--- src/rtl/mem_port_arbiter_pkg.sv ---
// Shared types for the data-memory port arbiter: request struct, access width, arbiter state.
package mem_port_arbiter_pkg;

    localparam int unsigned XLEN = 32;
    localparam int unsigned LOCK_CNT_W = 8;
    localparam logic [LOCK_CNT_W-1:0] LOCK_CNT_MAX = 8'd255;

    typedef enum logic [1:0] {
        WIDTH_BYTE = 2'd0,
        WIDTH_HALF = 2'd1,
        WIDTH_WORD = 2'd2
    } mem_width_t;

    typedef struct packed {
        logic [XLEN-1:0] addr;
        logic            write;
        mem_width_t      width;
        logic            sign_extend;
        logic [XLEN-1:0] w_data;
        logic            lock;
    } mem_req_t;

    typedef enum logic [1:0] {
        ARB_IDLE    = 2'd0,
        ARB_LOCKED0 = 2'd1,
        ARB_LOCKED1 = 2'd2
    } arb_state_t;

    // Saturating increment for the lock watchdog counter.
    function automatic logic [LOCK_CNT_W-1:0] sat_inc(input logic [LOCK_CNT_W-1:0] v);
        return (v == LOCK_CNT_MAX) ? v : v + 1'b1;
    endfunction

endpackage

--- src/rtl/mem_port_arbiter_if.sv ---
// Requester-side bundle: two request ports with per-port ready and read responses.
interface mem_port_arbiter_if;
    import mem_port_arbiter_pkg::*;

    logic [1:0]      req_valid;
    logic [1:0]      req_ready;
    mem_req_t [1:0]  req;
    logic [1:0]      rsp_valid;
    logic [XLEN-1:0] rsp_data;

    // Requesters drive requests and observe grants/responses.
    modport master (
        output req_valid,
        output req,
        input  req_ready,
        input  rsp_valid,
        input  rsp_data
    );

    // The arbiter consumes requests and produces grants/responses.
    modport slave (
        input  req_valid,
        input  req,
        output req_ready,
        output rsp_valid,
        output rsp_data
    );

endinterface

--- src/rtl/mem_port_arbiter_rr_pick2.sv ---
// Two-way round-robin selector: one-hot grant, ties go to the port opposite last_grant.
module rr_pick2 (
    input  logic [1:0] valid,
    input  logic       last_grant,
    output logic [1:0] grant
);

    // Pick the single valid port, or alternate on a tie.
    always_comb begin
        grant = 2'b00;
        unique case (valid)
            2'b01:   grant = 2'b01;
            2'b10:   grant = 2'b10;
            2'b11:   grant = last_grant ? 2'b01 : 2'b10;
            default: grant = 2'b00;
        endcase
    end

endmodule

--- src/rtl/mem_port_arbiter.sv ---
// Shares one data-memory port between two requesters with round-robin arbitration,
// lock support for read-modify-write sequences and a lock watchdog.
module mem_port_arbiter
    import mem_port_arbiter_pkg::*;
#(
    parameter int unsigned lock_timeout = 16
) (
    input  logic                clock,
    input  logic                reset,
    mem_port_arbiter_if.slave   bus,
    output logic                lock_abort,
    output logic [XLEN-1:0]     mem_addr,
    output mem_width_t          mem_r_width,
    output logic                mem_r_sign_extend,
    output logic [XLEN-1:0]     mem_w_data,
    output mem_width_t          mem_w_width,
    output logic                mem_w_enable,
    input  logic [XLEN-1:0]     mem_r_data
);

    localparam logic [LOCK_CNT_W-1:0] TIMEOUT_LAST = LOCK_CNT_W'(lock_timeout - 1);

    arb_state_t            state_q, state_d;
    logic [LOCK_CNT_W-1:0] lock_cnt_q, lock_cnt_d;
    logic                  last_grant_q, last_grant_d;
    logic                  pend_valid_q, pend_valid_d;
    logic                  pend_port_q, pend_port_d;

    logic [1:0] eligible;
    logic [1:0] grant;
    logic       fire;
    logic       sel;
    mem_req_t   sel_req;

    // Mask requests by lock ownership; nothing is eligible while in reset.
    always_comb begin
        eligible = 2'b00;
        if (!reset) begin
            unique case (state_q)
                ARB_IDLE:    eligible = bus.req_valid;
                ARB_LOCKED0: eligible = bus.req_valid & 2'b01;
                ARB_LOCKED1: eligible = bus.req_valid & 2'b10;
                default:     eligible = 2'b00;
            endcase
        end
    end

    rr_pick2 u_pick (
        .valid      (eligible),
        .last_grant (last_grant_q),
        .grant      (grant)
    );

    assign bus.req_ready = grant;
    assign fire          = |grant;
    assign sel           = grant[1];
    assign sel_req       = bus.req[sel];

    // Drive the memory port from the granted request, or idle defaults.
    always_comb begin
        mem_addr          = '0;
        mem_r_width       = WIDTH_WORD;
        mem_r_sign_extend = 1'b0;
        mem_w_data        = '0;
        mem_w_width       = WIDTH_WORD;
        mem_w_enable      = 1'b0;
        if (fire) begin
            mem_addr          = sel_req.addr;
            mem_r_width       = sel_req.width;
            mem_r_sign_extend = sel_req.sign_extend;
            mem_w_data        = sel_req.w_data;
            mem_w_width       = sel_req.width;
            mem_w_enable      = sel_req.write;
        end
    end

    // Read data returns one cycle after issue to whichever port issued the read.
    assign bus.rsp_valid = {pend_valid_q & pend_port_q, pend_valid_q & ~pend_port_q}
                           & {2{~reset}};
    assign bus.rsp_data  = mem_r_data;

    // Next-state: lock entry/exit, watchdog release, grant history and pending read.
    always_comb begin
        state_d      = state_q;
        lock_cnt_d   = lock_cnt_q;
        last_grant_d = fire ? sel : last_grant_q;
        pend_valid_d = fire && !sel_req.write;
        pend_port_d  = fire ? sel : pend_port_q;
        lock_abort   = 1'b0;
        unique case (state_q)
            ARB_IDLE: begin
                if (fire && sel_req.lock) begin
                    state_d    = sel ? ARB_LOCKED1 : ARB_LOCKED0;
                    lock_cnt_d = '0;
                end
            end
            ARB_LOCKED0, ARB_LOCKED1: begin
                lock_cnt_d = sat_inc(lock_cnt_q);
                if (fire && !sel_req.lock) begin
                    state_d = ARB_IDLE;
                end else if (!reset && lock_cnt_q == TIMEOUT_LAST) begin
                    // A transfer granted this cycle still completes; only the lock is dropped.
                    state_d    = ARB_IDLE;
                    lock_abort = 1'b1;
                end
            end
            default: state_d = ARB_IDLE;
        endcase
    end

    // State registers with synchronous reset; last_grant=1 lets port 0 win the first tie.
    always_ff @(posedge clock) begin
        if (reset) begin
            state_q      <= ARB_IDLE;
            lock_cnt_q   <= '0;
            last_grant_q <= 1'b1;
            pend_valid_q <= 1'b0;
            pend_port_q  <= 1'b0;
        end else begin
            state_q      <= state_d;
            lock_cnt_q   <= lock_cnt_d;
            last_grant_q <= last_grant_d;
            pend_valid_q <= pend_valid_d;
            pend_port_q  <= pend_port_d;
        end
    end

endmodule
--- src/flat_wrapper.sv ---
// flat-port wrapper written by rule: the top's interface ports become plain ports
module mem_port_arbiter_flat import mem_port_arbiter_pkg::*;
#(
    parameter int unsigned lock_timeout = 16
)
  (clock, reset, lock_abort, mem_addr, mem_r_width, mem_r_sign_extend, mem_w_data, mem_w_width, mem_w_enable, mem_r_data, bus_req_valid, bus_req, bus_req_ready, bus_rsp_valid, bus_rsp_data);
  mem_port_arbiter_if bus_i ();
  input  logic clock;
  input  logic reset;
  output logic lock_abort;
  output logic [XLEN-1:0] mem_addr;
  output mem_width_t mem_r_width;
  output logic mem_r_sign_extend;
  output logic [XLEN-1:0] mem_w_data;
  output mem_width_t mem_w_width;
  output logic mem_w_enable;
  input  logic [XLEN-1:0] mem_r_data;
  input wire logic [$bits(bus_i.req_valid)-1:0] bus_req_valid;
  input wire logic [$bits(bus_i.req)-1:0] bus_req;
  output wire logic [$bits(bus_i.req_ready)-1:0] bus_req_ready;
  output wire logic [$bits(bus_i.rsp_valid)-1:0] bus_rsp_valid;
  output wire logic [$bits(bus_i.rsp_data)-1:0] bus_rsp_data;
  assign bus_i.req_valid = bus_req_valid;
  assign bus_i.req = bus_req;
  assign bus_req_ready = bus_i.req_ready;
  assign bus_rsp_valid = bus_i.rsp_valid;
  assign bus_rsp_data = bus_i.rsp_data;
  mem_port_arbiter #(.lock_timeout(lock_timeout)) u_core (.clock(clock), .reset(reset), .bus(bus_i), .lock_abort(lock_abort), .mem_addr(mem_addr), .mem_r_width(mem_r_width), .mem_r_sign_extend(mem_r_sign_extend), .mem_w_data(mem_w_data), .mem_w_width(mem_w_width), .mem_w_enable(mem_w_enable), .mem_r_data(mem_r_data));
endmodule
--- config.mk ---
export PLATFORM = sky130hd
export DESIGN_NAME = mem_port_arbiter_flat
export DESIGN_NICKNAME = d
export VERILOG_FILES = /design/src/rtl/mem_port_arbiter_pkg.sv /design/src/rtl/mem_port_arbiter_if.sv /design/src/rtl/mem_port_arbiter_rr_pick2.sv /design/src/rtl/mem_port_arbiter.sv /design/src/flat_wrapper.sv
export SDC_FILE = /design/constraint.sdc
export NUM_CORES = 1
export LEC_CHECK = 0
export BUFFER_PORTS_ARGS = -buffer_cell sky130_fd_sc_hd__buf_4
export CORE_AREA = 3 3 109 111
export DETAILED_ROUTE_END_ITERATION = 7
export DIE_AREA = 0 0 112 114
export PLACE_DENSITY_LB_ADDON = 0.25
export SLEW_MARGIN = 10
export SYNTH_ARGS = -nofsm -noshare
export SYNTH_HDL_FRONTEND = slang
export SYNTH_SLANG_ARGS = --single-unit
--- constraint.sdc ---
create_clock -name clock -period 2.8 [get_ports clock]
set_input_delay 0.14 -clock clock [delete_from_list [all_inputs] [get_ports clock]]
set_output_delay 0.14 -clock clock [all_outputs]
set_load 0.05 [all_outputs]
* Word-level counts from Yosys, hierarchy flattened *
Cells that the tools add are included.

storage, ports and cells
  logic and storage cells = 57
  flip-flop bits (word level) = 13
  input bits = 174

cells by class
  magnitude comparators = 1
  reductions and logical operators = 13
  add/sub/neg operators = 1
  eq/ne operators = 10
  bitwise operators = 5
  muxes and demuxes = 22

operators with widths
  operator               number
  $mux W69               2
  $mux W32               2
  $mux W8                2
  $pmux W8 S2            1
  $mux W2                7
  $pmux W2 S3            2
  $add A8 B1 Y8 const B  1
  $eq A8 B4 Y1 const B   1
  $eq A8 B8 Y1 const B   1
  $eq A2 B2 Y1 const B   3
  $mux W1                5
  $eq A2 B1 Y1 const B   2
  $logic_and A1 B1 Y1    4
  $pmux W2 S2            1
  $reduce_or A2 Y1       2
  $logic_not A1 Y1       3
  $ne A3 B1 Y1 const B   1
  $reduce_and A3 Y1      1
  $and A1 B1 Y1          2
  $and A2 B2 Y2          1
  $logic_not A2 Y1       1
  $lt A1 B2 Y1 const B   1
  $ne A2 B1 Y1 const B   1
  $ne A2 B2 Y1 const B   1
  3 further kinds        4

* Longest topological paths before layout *
  word-level depth = 11
  mapped depth = 10
  gate-level depth less buffers = 7

* Cells and area by module *
From an unflattened synthesis, not the netlist that was laid out.

second synthesis, totals
  cell total of the unflattened synthesis = 220
  area total of the unflattened synthesis = 1794.2 µm²

modules (own cells, without submodules)
  module            cells each  instances  area each (µm²)  sequential area each (µm²)
  mem_port_arbiter  217         1          1775.5           260.2
  rr_pick2          3           1          18.8             0.0

* Worst setup path after synthesis *
Ideal clock, no wire load.

  kind = flip-flop to output port
  start point = register u_core.state_q[0]
  end point = output port mem_w_width[0]
  arrival time = 3.337 ns
  slack = -0.677 ns
  required time = 2.660 ns
  stages on the path, launching flop included = 11
  cells stage by stage = dfxtp_1 -> inv_1 -> ha_1 -> buf_4 -> o211ai_1 -> nand4_1 -> inv_2 -> buf_1 -> nand2_1 -> a21oi_1 -> buf_4

between the ends
  cells in the longest elaborated chain, start to end = 8

ends and longest elaborated chain
  item                                                 RTL line                         text
  start, declared                                      mem_port_arbiter.sv:23           arb_state_t state_q, state_d;
  start signal, assigned                               mem_port_arbiter.sv:120          state_q <= state_d;
  $eq A2 B2 Y1, or another cell as far along           mem_port_arbiter.sv:39           unique case (state_q)
  $pmux W2 S3 *                                        mem_port_arbiter.sv:39
  $mux W2 *                                            mem_port_arbiter.sv:38           if (!reset) begin
  $eq A2 B2 Y1 / $eq A2 B1 Y1 (equally long branches)  mem_port_arbiter_rr_pick2.sv:11  unique case (valid)
  $pmux W2 S3 *                                        mem_port_arbiter_rr_pick2.sv:11
  via bus_req_ready[1]                                 flat_wrapper.sv:20               output wire logic [$bits(bus_i.req_ready)-1:0] bus_req_ready;
  $mux W69 (implied by the code) (2 in series)         mem_port_arbiter.sv:57           assign sel_req = bus.req[sel];
  $mux W2 *                                            -
  end, declared                                        flat_wrapper.sv:15               output mem_width_t mem_w_width;

The timed path passes the listed nets; every way through them passes the cells marked *. The select of a mux whose other input is x is not followed.

* Worst setup path after layout *
  start point = register u_core.state_q[0]
  end point = output port mem_addr[3]

between the ends
  cells in the longest elaborated chain, start to end = 8

ends and longest elaborated chain
  item                                                 RTL line                         text
  $eq A2 B2 Y1, or another cell as far along           mem_port_arbiter.sv:39
  $pmux W2 S3 *                                        mem_port_arbiter.sv:39
  $mux W2 *                                            mem_port_arbiter.sv:38
  $eq A2 B2 Y1 / $eq A2 B1 Y1 (equally long branches)  mem_port_arbiter_rr_pick2.sv:11
  $pmux W2 S3 *                                        mem_port_arbiter_rr_pick2.sv:11
  $mux W69 (implied by the code) (2 in series)         mem_port_arbiter.sv:57
  $mux W32 *                                           mem_port_arbiter.sv:67           if (fire) begin
  end, declared                                        flat_wrapper.sv:11               output logic [XLEN-1:0] mem_addr;

Every way passes the cells marked *; elsewhere a longest branch is shown, timed or not. The select of a mux whose other input is x is not followed.

==> results.json <==
{
  "p_seq_share_pct": 9.4,
  "fin_crit_sh_pct": 93.1,
  "power.total_w": 0.00232,
  "seq_area_um2": 260,
  "startpoint": "u_core.state_q[0]",
  "fin_skew_ns": 0.00423,
  "ir_drop_mv": 0.278,
  "drt_iter0_markers": 322,
  "drcViolationCount": 0,
  "leakage_nw": 1.84,
  "worstPathArrival_ns": 2.47,
  "synth_area_mm2": 0.00207,
  "crit_path_end_kind": "output port",
  "dp_worst_setup_slack_ns": 0.367,
  "cts_made_buffers": 3,
  "r2r_start": "u_core.state_q[0]",
  "p_sw_w": 0.00140,
  "vias_per_cell": 4.47,
  "power_density_mw_per_mm2": 634,
  "cpMaxStageDelayCell": "dfxtp_1",
  "worstSkewPairLatency_ns": 0.24,
  "seq_area_frac_synth_pct": 12.6,
  "syn_inst": 371,
  "cts_sinks": 13,
  "drive_above_1_share_pct": 43.2,
  "synth_area_leaders": "nand2_1 (26%), a21oi_1 (18%), buf_4 (13%)",
  "detail-route-antenna-nets": 0,
  "start_kind": "register",
  "dieArea_mm2": 0.0128,
  "grt.overflow.total": 0,
  "synthTopCellsByCount": "nand2_1 (145), a21oi_1 (75), buf_4 (35)",
  "grt_max_degree": 66,
  "drv_cap": 0,
  "p_comb_share_pct": 83.2,
  "grt_pass1_wl_mm": 15.2,
  "pin_count": 281,
  "cp_num_buf_inv": 4,
  "core_mm2": 0.0109,
  "start_util_pct": 19.0,
  "fin_ws_ns": 0.194,
  "vias": 3033,
  "tns_ns": 0,
  "place.gp.congestion": 0.840,
  "yosysTopAreaCell": "nand2_1",
  "run_status": "completed",
  "setup-violations-final": 0,
  "min_period_ns": 2.61,
  "grtUsageTotal_pct": 14.2,
  "syn2layout_area_growth_pct": 76.5,
  "path_cells": "inv_1, ha_1, o21a_1, nand4_1, inv_2, buf_6, nand2_1, a21oi_1, buf_4",
  "die_h_um": 114,
  "ctsHoldBuffers": 0,
  "dominantRegCellSynth": "dfxtp_1",
  "dr.pass1.iters": 4,
  "syn_avg_cell_area_um2": 5.58,
  "n_antenna_cell": 0,
  "p_clk_share_pct": 7.4,
  "synth-seq-cells": 13,
  "antenna_found_initial": 0,
  "post_drt_wl_per_cell_um": 14.9,
  "place.port_buffers": 216,
  "synth_edf_count": 0,
  "intPower_w": 0.000914,
  "min_from": "reset",
  "synth.most_common_cell": "nand2_1",
  "worst-path-max-fanout": 44,
  "hold_class": "input pin to register",
  "critical-path-max-stage-delay_ns": 0.34,
  "worstPathRequired_ns": 2.66,
  "multiInputGateArea_mm2": 0.00145,
  "final_max_slew_viol_count": 0,
  "fill_cells": 1175,
  "root_buffer": "clkbuf_8",
  "p_sw_share_pct": 60.6,
  "finalHoldViolations": 0,
  "nets": 719,
  "htreeDepth": 1,
  "rsz0062_at_grt": "false",
  "async_flop_share_pct": 0,
  "fp.dieW_um": 112,
  "ys_types": 39,
  "cts_buffer_depth": 2,
  "clk_pin_slew_ns": 0.06,
  "timing.slew.headroom_pct": 69.9,
  "netlist.area_leader.share_pct": 26.3,
  "cts_tree": "done",
  "yosysWarnings": 0,
  "worstSetupPathType": "register to output port",
  "routed_wl_mm": 10.1,
  "syn_nets": 550,
  "fmax_mhz": 384,
  "grt_pass1_vias": 2804,
  "cp_top_family": "buffers and inverters",
  "hpwl_mm": 8.11,
  "num_rows": 38,
  "tightest_slew_ns": 0.452
}
-- placed cells by master, fill, tap and decap left out, types with 4 or more instances in the layout --
cell     instances
nand2_1        145
ha_1             5
dfxtp_1         13
inv_1            5
nor2_1           9
nand3_1          7
o21ai_0          8
a21oi_1         74
a31oi_1          4
buf_4          221
-- metal layers --
metal	share of wire (%)	up-vias	GRT usage, %
met1	39	1327	17.2
met2	51	150	25.9
met3	9.2	6	3.55
met4	0.73	0	2.16
met5	0	-	0
li1	-	1550	-
-- stage by stage --
step / util (%) / hold slack (ns) / std cells / instance area [um2]
2_1_floorplan: - / 0.269 / 371 / 2080
3_3_place_gp: 33.1 / 0.280 / 675 / 3600
3_5_place_dp: 33.1 / 0.280 / 675 / 3600
4_1_cts: 33.5 / 0.203 / 679 / 3650
5_1_grt: 33.6 / 0.204 / 679 / 3650
6_report: 33.6 / 0.203 / 679 / 3650
-- worst reg2reg max path, stage by stage, from the launching register on --
cell	delay, ns
dfxtp_1	0.38
inv_1	0.08
ha_1	0.43
and4_1	0.31
a211oi_1	0.39
nand3_1	0.14
or4_1	0.48
a31oi_1	0.16
-- final timing paths --
| path | to | slack, ns | depth (start not counted) |
|---|---|---|---|
| hold reg to reg | u_core.lock_cnt_q[1] | 0.50 | 2 |
| setup reg to reg | u_core.lock_cnt_q[6] | 0.37 | 7 |
| setup / recovery | mem_addr[3] | 0.19 | 9 |
| hold / removal | u_core.lock_cnt_q[3] | 0.20 | 2 |
-- what timing repair did --
action                     in CTS  in global routing
setup endpoints to repair       0                 39
buffers inserted                0                  0
resized for setup               0                  2
-- power by group through the flow --
stage,Sequential [W],Combinational (W),Clock (W)
after CTS,0.000217,0.00195,0.000176
after global routing,0.000222,0.00206,0.000182
after detailed placement,0.000221,0.00194,0
final,0.000218,0.00193,0.000171
after floorplan,0.000218,0.00141,0
after global placement,0.000220,0.00194,0
-- layout make-up --
cell class	instances	area share, %
Inverter	6	0.616
Clock buffer	4	1.23
Timing Repair Buffer	224	46.6
Tap cell	140	4.79
Sequential cell	13	7.12
Multi-Input combinational cell	292	39.7
-- kinds of logic after synthesis --
| group | share of synthesized area [%] |
|---|---|
| and+or+nand+nor | 38.7 |
| AOI/OAI and AO/OA | 25.9 |
| buffers and inverters | 18.4 |
| DFF | 12.6 |
| adders and majority gates | 3.02 |
| muxes | 1.45 |
-- state kept, by name, summed over array words and instances, names as in the netlist --
name                 cells
u_core.pend_port_q       1
u_core.state_q           2
u_core.lock_cnt_q        8
u_core.pend_valid_q      1
u_core.last_grant_q      1
No activity file was read; power rests on OpenSTA's default activity.
